File: config.mk
export PLATFORM = sky130hd
export DESIGN_NAME = hazard_sequencer
export DESIGN_NICKNAME = d
export VERILOG_FILES = /design/src/rtl/hazard_sequencer.sv
export SDC_FILE = /design/constraint.sdc
export NUM_CORES = 1
export LEC_CHECK = 0
export CAP_MARGIN = 5
export CORE_MARGIN = 3
export CORE_UTILIZATION = 39
export DETAILED_ROUTE_END_ITERATION = 8
export PLACE_DENSITY = 0.78
export SLEW_MARGIN = 20
export SYNTH_ARGS = -nofsm -noshare
export SYNTH_HDL_FRONTEND = slang
export SYNTH_SLANG_ARGS = --single-unit
File: constraint.sdc
create_clock -name clk -period 1.9 [get_ports clk]
set_input_delay 0.38 -clock clk [delete_from_list [all_inputs] [get_ports clk]]
set_output_delay 0.38 -clock clk [all_outputs]
set_load 0.1 [all_outputs]
File: src/rtl/hazard_sequencer.sv
// Hazard controller for the 5-stage RV32 pipeline: load-use bubbles, branch flushes, mul/div
// occupancy and data-memory freeze. Define HAZARD_PERF_CNT_EN to add performance counters.
module hazard_sequencer #(
  parameter int unsigned LU_BUBBLES = 1,
  parameter int unsigned MD_TIMEOUT = 64
) (
  input  logic       clk,
  input  logic       rst_n,
  input  logic [4:0] rs1_id,
  input  logic [4:0] rs2_id,
  input  logic       use_rs1_id,
  input  logic       use_rs2_id,
  input  logic [4:0] rd_ex,
  input  logic       load_ex,
  input  logic       branch_taken_ex,
  input  logic       md_start_ex,
  input  logic       md_done,
  input  logic       dmem_ready,
  output logic       stall_if,
  output logic       stall_id,
  output logic       stall_ex,
  output logic       stall_mem,
  output logic       flush_id,
  output logic       flush_ex,
  output logic       flush_if,
  output logic       md_abort,
  output logic       busy
`ifdef HAZARD_PERF_CNT_EN
  ,
  output logic [31:0] perf_lu_cycles,
  output logic [31:0] perf_md_cycles,
  output logic [31:0] perf_flush_cnt
`endif
);

  typedef enum logic [1:0] {StRun, StLuStall, StMdWait} state_e;

  localparam logic [2:0] LuInit  = 3'(LU_BUBBLES - 1);
  localparam logic [7:0] MdLimit = 8'(MD_TIMEOUT);

  state_e     state_q, state_d;
  logic [2:0] lu_cnt_q, lu_cnt_d;
  logic [7:0] md_cnt_q, md_cnt_d;
  logic       lu_hit;

  assign lu_hit = load_ex && (rd_ex != 5'd0) &&
                  ((use_rs1_id && (rs1_id == rd_ex)) || (use_rs2_id && (rs2_id == rd_ex)));

  always_ff @(posedge clk) begin
    if (!rst_n) begin
      state_q  <= StRun;
      lu_cnt_q <= 3'd0;
      md_cnt_q <= 8'd0;
    end else begin
      state_q  <= state_d;
      lu_cnt_q <= lu_cnt_d;
      md_cnt_q <= md_cnt_d;
    end
  end

  always_comb begin
    state_d  = state_q;
    lu_cnt_d = lu_cnt_q;
    md_cnt_d = md_cnt_q;
    if (dmem_ready) begin
      unique case (state_q)
        StRun: begin
          if (md_start_ex) begin
            state_d  = StMdWait;
            md_cnt_d = 8'd1;
          end else if (branch_taken_ex) begin
            state_d = StRun;
          end else if (lu_hit && (LU_BUBBLES > 1)) begin
            state_d  = StLuStall;
            lu_cnt_d = LuInit;
          end
        end
        StLuStall: begin
          lu_cnt_d = lu_cnt_q - 3'd1;
          if (lu_cnt_q <= 3'd1) state_d = StRun;
        end
        StMdWait: begin
          if (md_cnt_q != 8'hff) md_cnt_d = md_cnt_q + 8'd1;
          if (md_done || (md_cnt_q == MdLimit)) state_d = StRun;
        end
        default: state_d = StRun;
      endcase
    end
  end

  always_comb begin
    stall_if  = 1'b0;
    stall_id  = 1'b0;
    stall_ex  = 1'b0;
    stall_mem = 1'b0;
    flush_if  = 1'b0;
    flush_id  = 1'b0;
    flush_ex  = 1'b0;
    md_abort  = 1'b0;
    busy      = 1'b0;
    if (rst_n) begin
      busy = (state_q != StRun);
      if (!dmem_ready) begin
        stall_if  = 1'b1;
        stall_id  = 1'b1;
        stall_ex  = 1'b1;
        stall_mem = 1'b1;
      end else begin
        unique case (state_q)
          StRun: begin
            if (md_start_ex) begin
              stall_if = 1'b1;
              stall_id = 1'b1;
              flush_ex = 1'b1;
            end else if (branch_taken_ex) begin
              flush_if = 1'b1;
              flush_id = 1'b1;
            end else if (lu_hit) begin
              stall_if = 1'b1;
              stall_id = 1'b1;
              flush_id = 1'b1;
            end
          end
          StLuStall: begin
            stall_if = 1'b1;
            stall_id = 1'b1;
            flush_id = 1'b1;
          end
          StMdWait: begin
            // md_done lets the result advance; on timeout the held mul/div is bubbled out
            if (!md_done) begin
              flush_ex = 1'b1;
              if (md_cnt_q == MdLimit) begin
                md_abort = 1'b1;
                flush_id = 1'b1;
              end else begin
                stall_if = 1'b1;
                stall_id = 1'b1;
              end
            end
          end
          default: ;
        endcase
      end
    end
  end

`ifdef HAZARD_PERF_CNT_EN
  logic lu_evt, md_evt, br_evt;

  assign lu_evt = dmem_ready && ((state_q == StLuStall) ||
                  ((state_q == StRun) && !md_start_ex && !branch_taken_ex && lu_hit));
  assign md_evt = dmem_ready && (state_q == StMdWait);
  assign br_evt = dmem_ready && (state_q == StRun) && !md_start_ex && branch_taken_ex;

  always_ff @(posedge clk) begin
    if (!rst_n) begin
      perf_lu_cycles <= 32'd0;
      perf_md_cycles <= 32'd0;
      perf_flush_cnt <= 32'd0;
    end else begin
      if (lu_evt) perf_lu_cycles <= perf_lu_cycles + 32'd1;
      if (md_evt) perf_md_cycles <= perf_md_cycles + 32'd1;
      if (br_evt) perf_flush_cnt <= perf_flush_cnt + 32'd1;
    end
  end
`endif

endmodule

==> results of run 1 <==
-- worst min path at each step --
stage	to	from
final	md_cnt_q[7]	md_cnt_q[7]
after global routing	md_cnt_q[6]	md_cnt_q[6]
after floorplan	md_cnt_q[1]	md_cnt_q[1]
after detailed placement	md_cnt_q[1]	md_cnt_q[1]
after CTS	md_cnt_q[7]	md_cnt_q[7]
after global placement	md_cnt_q[1]	md_cnt_q[1]
-- placed cells by master, fill, tap and decap left out, types with 2 or more instances in the layout --
master	synthesis	final
o21ai_4	0	2
o21ai_1	4	2
dfxtp_2	0	3
nor4_2	0	2
buf_12	0	9
clkbuf_4	0	3
and3_1	2	2
nor2_2	0	2
buf_2	1	7
dfxtp_1	9	6
buf_4	2	22
xor2_1	13	11
clkdlybuf4s15_1	0	2
or4_4	0	2
o211a_1	2	2
and2_1	2	3
nand2_1	3	3
clkdlybuf4s50_1	0	3
xnor2_1	2	2
inv_1	4	2
o211ai_1	4	4
xor2_2	0	2
nor2_1	9	7
inv_2	0	2
o2111ai_1	2	2
dlygate4sd2_1	0	9
nand4_1	2	2
-- cells in the mapped netlist (all sizes together) (2+ instances only) --
master and number:
and3 2, xor2 13, buf 3, nand2 4, o21ai 4, or4 2
ha 2, o2111ai 2, o211a 2, o211ai 4, xnor2 2, inv 4
nand4 2, nor2 9, and2 3, nor4 4, dfxtp 9
-- critical path: cells and delay by family --
kind	cells	cell delay [ns]
buffers and inverters	2	0.40
AOI/OAI and AO/OA	2	0.44
and+or+nand+nor	1	0.29
xor gates and xnor gates	1	0.18
-- metrics by stage --
stage                     TNS, ns  power, mW  hold WS (ns)  util [%]
final                     -0.5841     0.6369        0.5599     85.09
after global routing      -0.8150     0.6621        0.5893     85.09
after CTS                 -0.5127     0.6350        0.5593     84.95
after detailed placement   -3.089     0.4756        0.4978     79.28
after global placement     -2.463     0.4699        0.4852     79.28
after floorplan            -1.545     0.3446        0.4619         -
-- routing by layer --
metal / vias up / GRT usage, % / wire length (µm)
met5: - / 0 / 0
met4: 0 / 10.14 / 49
met3: 7 / 3.364 / 91
met2: 23 / 45.54 / 1427
met1: 429 / 26.36 / 1136
li1: 426 / - / -
-- registers in the layout (all words and copies together) (netlist names) --
register	cells
md_cnt_q	8
state_q	1
-- where the power goes --
part / internal, mW / leakage, nW / switching, mW
Combinational: 0.130 / 0.516 / 0.157
Sequential: 0.194 / 0.0741 / 0.00720
Clock: 0.0810 / 0.0150 / 0.0681
Total: 0.404 / 0.605 / 0.233
-- what timing repair did --
| action | CTS | global route |
|---|---|---|
| hold buffers | 0 | 0 |
| setup buffers | 3 | 2 |
| resized for setup | 60 | 3 |
| pin swaps | 16 | 3 |
| endpoints found under the setup margin | 8 | 5 |
-- area by class of cell --
class                   count  area share, %
clock buffers               4          1.769
multi-input cells          71          46.93
inverters                   4          1.011
flip-flops and latches      9          12.38
well taps                  25          2.106
repair buffers             54          35.80
-- cell families (layout without fill, tap and decap cells) --
group / Yosys count / in the layout / synth area share [%]
compound gates: 19 / 19 / 19.08
buf+inv: 7 / 62 / 4.768
flops: 9 / 9 / 24.53
xor+xnor: 15 / 15 / 17.89
simple gates: 35 / 35 / 30.32
fa+ha+maj: 2 / 2 / 3.407
==> flow_summary.toml, run 1 <==
[status]
status = "complete, but fails checks"
violations = "setup timing"

[sta]
slew_viol_final = 0
hold_viol = 0
rsz0062_at_grt = "yes"
min_period_ns = 2.076
fin_crit_sh_pct = 109.3
setup_viol_count_final = 4
fmax_mhz = 481.7
clock_skew_ns = 0.004303
tightest_slew_ns = 0.3440
fin_ws_ns = -0.1762
relSlewSlack_pct = 76.97

[global_route]
first_global_vias = 911
antenna_found_initial = 0
grt_pass1_wl_mm = 4.519
grt_usage_pct = 24.09
gr-total-overflow = 0
grt_max_degree = 9

[synth]
yosys.area.top_type = "dfxtp_1"
synth.distinct_cells = 37
yosysTopAreaCellShare_pct = 24.53
netlist_instances = 87
synth_edf_count = 0
ys_top_cells_by_area = "dfxtp_1 25%, xor2_1 16%, nor2_1 4.6%, o211ai_1 4.1%, ha_1 3.4%"
syn_avg_cell_area_um2 = 8.442
synth_seq_cells = 9
ys_warn_count = 0
yosys_most_used_dff = "dfxtp_1"
syn_nets = 113
yosysSeqAreaShare_pct = 24.53
netlist_area_um2 = 734.5
synthArstFlopShare_pct = 0

[drt]
firstDrtPassIters = 4
wire_per_inst_um = 16.19
totalWireLength_mm = 2.704
vias_per_cell = 5.299
drtAntennaViolNets = 0
drc = 0
drt_iter0_markers = 15
route.vias.total = 885

[flow_run]
max_cap_violations = 0

[critical_path]
slowest_delay_ns = 0.29
startpoint_type = "input pin"
critical_path_class = "input pin to primary output"
crit_fanout = 2
worstPathArrival_ns = 1.70
cp_slowest_cell = "nor4_2"
endpoint = "stall_id"
crit_chain = "clkdlybuf4s15_1 -> xor2_1 -> nor4_2 -> a32oi_2 -> o2bb2ai_4 -> buf_12"
timing.rr.start = "md_cnt_q[1]"
reg2reg_to = "md_cnt_q[1]"
reg2reg_slack_ns = 0.29
startpoint = "rs1_id[4]"
cp-end-kind = "primary output"
cp.required_ns = 1.52
r2r_cells = 6

[placement]
io_buffers = 32
dp_slack_ns = -0.6178
place_area_mm2 = 0.001384
place.detailed.hpwl_mm = 2.060
place_inst = 158
place.gp.congestion = 0.7948

[clocking]
clkSinkCount = 9
clkTransAtPathRegs_ns = 0.06
h-tree-depth = 1
cts.path.max_buffers = 2
worstSkewPairLatency_ns = 0.26
cts_buffers = 3
cts_tree = "done"
cts-root-buf = "clkbuf_4"

[cells_and_area]
finalInstanceArea_mm2 = 0.001485
antennaDiodeCount = 0
drive_gt1_share_pct = 49.30
seq_area_um2 = 183.9
multi_input_area_um2 = 696.9
nFillCells = 86
area_growth_pct = 102.2
finalNetCount = 169
stdcell_count = 167

[min_path]
min_path_type = "register to register"
whs_path_depth = 2

[floorplan]
design.portCount = 33
std_cell_rows = 15
coreArea_mm2 = 0.001745
die_area_mm2 = 0.002440
die_w_um = 49.40
start_util_pct = 42.08
die_height_um = 49.40

[power]
vdd_drop_max_uv = 457.3
p_leak_nw = 0.6052
power_per_cell_area_mw_per_mm2 = 428.8
(Power assumes the default switching activity.)
==> run 2, diff against run 1 <==
- PLACE_DENSITY: 0.78 -> 0.76
==> run 2 against run 1 <==
  * Register-to-register slack worse by 0.16 ns
  * Maximum frequency up 2.2%
  * Highest routed layer unchanged
  * The flow still finishes with violations (setup timing)
  * Combinational power about the same
  * Total power up 1.6%
  * Largest cell class unchanged
  * Cell count unchanged
  * Global-route usage up 0.91 points
  * Die area unchanged
  * Hold slack better by 0.020 ns
==> flow_summary.toml, run 2 (synthesized netlist as in run 1, its figures left out) <==
[placement]
io_buffers = 32
dp_slack_ns = -0.5451
place.detailed.hpwl_mm = 1.982
place.gp.congestion = 0.8493

[sta]
fin_crit_sh_pct = 106.9
clock_skew_ns = 0.0006386
fin_ws_ns = -0.1308
tightest_slew_ns = 0.3463
relSlewSlack_pct = 76.91
hold_viol = 0
rsz0062_at_grt = "yes"
setup_viol_count_final = 4
fmax_mhz = 492.4
min_period_ns = 2.031
timing.hold.ws_ns = 0.5802
slew_viol_final = 0
fin_setup_tns_ns = -0.4941

[power]
seq_power_share_pct = 30.9
vdd_drop_max_uv = 431.2
p_int_uw = 403.6
combinationalPowerShare_pct = 44.7
clock_power_share_pct = 24.4
p_leak_nw = 0.6163
power_per_cell_area_mw_per_mm2 = 433.0
swShare_pct = 37.61
p_sw_uw = 243.3

[cells_and_area]
final_cell_mix = "19 x buf_4, 12 x xor2_1, 9 x dlygate4sd2_1, 9 x buf_12, 7 x nor2_1"
area_growth_pct = 103.4
regMostFlops = "md_cnt_q"
largest_register_ffs = 8
drive_gt1_share_pct = 50.70
largestRegisters = "md_cnt_q x8, state_q x1"
final_common_cell = "buf_4"
finalNetCount = 169
antennaDiodeCount = 0
nFillCells = 99

[critical_path]
cp.required_ns = 1.52
critical_path_class = "input pin to primary output"
timing.rr.start = "md_cnt_q[0]"
crit_fanout = 2
startpoint_type = "input pin"
startpoint = "rs1_id[0]"
worstPathArrival_ns = 1.65
cp-end-kind = "primary output"

[drt]
route.vias.total = 895
drtAntennaViolNets = 0
drc = 0
firstDrtPassIters = 4
vias_per_cell = 5.359
drt_iter0_markers = 11
wire_per_inst_um = 16.39
totalWireLength_mm = 2.737

[floorplan]
die_w_um = 49.40
design.portCount = 33
coreArea_mm2 = 0.001745
start_util_pct = 42.08
die_area_mm2 = 0.002440
std_cell_rows = 15
die_height_um = 49.40

[global_route]
gr-total-overflow = 0
grt_usage_pct = 25.00
grt_use_met2_pct = 44.42
antenna_found_initial = 0
grt_pass1_wl_mm = 4.657
first_global_vias = 946
top_usage_layer = "met2"
globalRouteMet1Util_pct = 28.44
grt_max_degree = 10
use_met3_pct = 4.587

[clocking]
h-tree-depth = 1
cts_tree = "done"
clkSinkCount = 9
cts-root-buf = "clkbuf_4"
worstSkewPairLatency_ns = 0.27
cts_buffers = 3
cts.path.max_buffers = 2
clkTransAtPathRegs_ns = 0.06

[flow_run]
max_cap_violations = 0

[status]
status = "complete, but fails checks"
violations = "setup timing"

[min_path]
min_path_type = "register to register"
worstHoldStart = "md_cnt_q[6]"
run 2: path summary, 6_finish.rpt:
| kind | end | slack [ns] | cells after the start |
|---|---|---|---|
| setup reg to reg | md_cnt_q[1] | 0.13 | 7 |
| setup / recovery | stall_if | -0.13 | 5 |
| hold / removal | md_cnt_q[6] | 0.58 | 2 |
| hold reg to reg | md_cnt_q[6] | 0.58 | 2 |
run 2: timing repair:
| item | 4_1_cts | 5_1_grt |
|---|---|---|
| gates resized for setup | 58 | 7 |
| pin swaps | 13 | 3 |
| hold buffers | 0 | 0 |
| buffers inserted | 3 | 1 |
| setup endpoints to repair | 8 | 5 |
run 2: power groups by stage:
stage	clock (mW)	combinational [mW]	sequential (mW)
after floorplan	0	0.145	0.200
after global placement	0	0.268	0.203
after detailed placement	0	0.274	0.203
after CTS	0.159	0.279	0.199
after global routing	0.166	0.304	0.200
final	0.158	0.289	0.200
run 2: through the flow:
| step | cell area, µm² | utilization (%) | std cells | total power, mW |
|---|---|---|---|---|
| floorplan | 849.6 | - | 87 | 0.3446 |
| global placement | 1399 | 80.14 | 160 | 0.4712 |
| detailed placement | 1399 | 80.14 | 160 | 0.4769 |
| CTS | 1485 | 85.09 | 166 | 0.6365 |
| global route | 1494 | 85.59 | 167 | 0.6710 |
| finish | 1494 | 85.59 | 167 | 0.6469 |
run 2: per-layer routing:
layer | vias to the layer above | wire length [µm]
met1 | 426 | 1128
met5 | - | 0
met2 | 33 | 1417
met3 | 9 | 112
li1 | 427 | -
met4 | 0 | 79
run 2: layout make-up:
type | instances | area (µm²) | area share [%]
clock buffer | 4 | 26.28 | 1.759
inverter | 4 | 15.01 | 1.005
multi-input combinational | 71 | 698.2 | 46.73
sequential | 9 | 185.2 | 12.40
tap | 25 | 31.28 | 2.094
timing repair buffer | 54 | 538.0 | 36.01
run 2: critical path, cell delays in order:
cell and delay (ns):
clkdlybuf4s50_1 0.44, xnor2_2 0.15, a32oi_2 0.36, o2bb2ai_4 0.13
buf_12 0.18
==> run 3, diff against run 2 <==
- SKIP_CTS_REPAIR_TIMING: default -> 1
==> run 3 against run 2 <==
  * The flow still finishes with violations (setup timing)
  * Hold slack worse by 0.065 ns
  * First-iteration DRC count up 64%
  * Sequential share of layout area about the same
  * Cell count down 1.2%
  * Core utilization down 0.22 points
  * Global-route usage down 3.5 points
  * Via count up 2.5%
  * Critical path type unchanged
  * Non-clock buffer count down 2
  * Count of clock-buffer cells in the layout unchanged
  * Clock skew up 0.011 ns
  * Wire length up 1.8%
==> flow_summary.toml, run 3 (synthesized netlist as in run 1, its figures left out) <==
[power]
seq_power_share_pct = 31.6
combinationalPowerShare_pct = 44.2
p_total_uw = 635.5
power_per_cell_area_mw_per_mm2 = 426.5
swShare_pct = 36.80
p_int_uw = 401.6
clock_power_share_pct = 24.2
vdd_drop_max_uv = 459.9
p_leak_nw = 0.6967
p_sw_uw = 233.9

[sta]
fin_setup_tns_ns = -0.7272
hold_viol = 0
fmax_mhz = 468.3
timing.hold.ws_ns = 0.5155
tightest_slew_ns = 0.3681
fin_crit_sh_pct = 112.4
rsz0062_at_grt = "yes"
setup_viol_count_final = 4
fin_ws_ns = -0.2354
slew_viol_final = 0
min_period_ns = 2.135
relSlewSlack_pct = 75.24
clock_skew_ns = 0.01143

[cells_and_area]
drive_gt1_share_pct = 44.29
finalInstanceArea_mm2 = 0.001490
largest_register_ffs = 8
nFillCells = 97
stdcell_count = 165
seq_area_um2 = 185.2
final_cell_mix = "19 x buf_4, 13 x xor2_1, 13 x dlymetal6s2s_1"
area_growth_pct = 102.9
multi_input_area_um2 = 665.6
post-route-util_pct = 85.38
final_common_cell = "buf_4"
largestRegisters = "md_cnt_q x8, state_q x1"
finalNetCount = 167
antennaDiodeCount = 0
regMostFlops = "md_cnt_q"

[critical_path]
cp_slowest_cell = "clkdlybuf4s50_1"
cp-end-kind = "primary output"
critical_path_class = "input pin to primary output"
crit_chain = "clkdlybuf4s50_1 -> nand2b_4 -> o211ai_1 -> buf_4 -> o2bb2ai_4 -> buf_12"
cp.required_ns = 1.52
slowest_delay_ns = 0.44
reg2reg_slack_ns = 0.36
startpoint_type = "input pin"
r2r_cells = 5
crit_fanout = 2
worstPathArrival_ns = 1.76

[global_route]
gr-total-overflow = 0
grt_pass1_wl_mm = 4.002
grt_max_degree = 10
grt_usage_pct = 21.47
first_global_vias = 861
antenna_found_initial = 0

[drt]
drtAntennaViolNets = 0
totalWireLength_mm = 2.785
vias_per_cell = 5.558
route.vias.total = 917
drc = 0
wire_per_inst_um = 16.88
drt_iter0_markers = 18
firstDrtPassIters = 4

[placement]
place.detailed.hpwl_mm = 1.982
place_inst = 160
io_buffers = 32
place_area_mm2 = 0.001399
place.gp.congestion = 0.8493
dp_slack_ns = -0.5451

[clocking]
cts_tree = "done"
cts-root-buf = "clkbuf_4"
h-tree-depth = 1
worstSkewPairLatency_ns = 0.27
cts.path.max_buffers = 2
cts_buffers = 3
clkTransAtPathRegs_ns = 0.07
clkSinkCount = 9

[floorplan]
design.portCount = 33
coreArea_mm2 = 0.001745
die_w_um = 49.40
std_cell_rows = 15
die_height_um = 49.40
start_util_pct = 42.08
die_area_mm2 = 0.002440

[flow_run]
max_cap_violations = 0

[min_path]
whs_path_depth = 2
min_path_type = "register to register"

[status]
violations = "setup timing"
status = "complete, but fails checks"
==> run 3: routing by layer <==
metal | vias to the layer above | track usage [%] | wire (µm)
li1 | 430 | - | -
met1 | 429 | 25.19 | 1029
met4 | 0 | 8.295 | 125
met5 | - | 0 | 0
met2 | 45 | 37.72 | 1453
met3 | 13 | 4.587 | 175
==> run 3: critical path, delay by kind of cell <==
kind / cells / cell delay (ns)
compound gates: 2 / 0.38
buf+inv: 3 / 0.81
simple gates: 1 / 0.17
==> run 3: cell type report <==
class,instances,area share [%]
Multi-Input combinational cell,71,44.67
Timing Repair Buffer,52,38.04
Sequential cell,9,12.43
Tap cell,25,2.099
Clock buffer,4,1.763
Inverter,4,1.008
==> run 3: path summary, 6_finish.rpt <==
path	start	endpoint
max reg2reg	md_cnt_q[1]	md_cnt_q[5]
min	md_cnt_q[1]	md_cnt_q[1]
max	md_done	stall_if
min reg2reg	md_cnt_q[1]	md_cnt_q[1]
==> run 3: power groups by stage <==
stage	Combinational (mW)	Sequential (mW)	Clock, mW
after CTS	0.274	0.199	0.159
final	0.281	0.201	0.154
after floorplan	0.145	0.200	0
after detailed placement	0.274	0.203	0
after global routing	0.294	0.201	0.168
after global placement	0.268	0.203	0
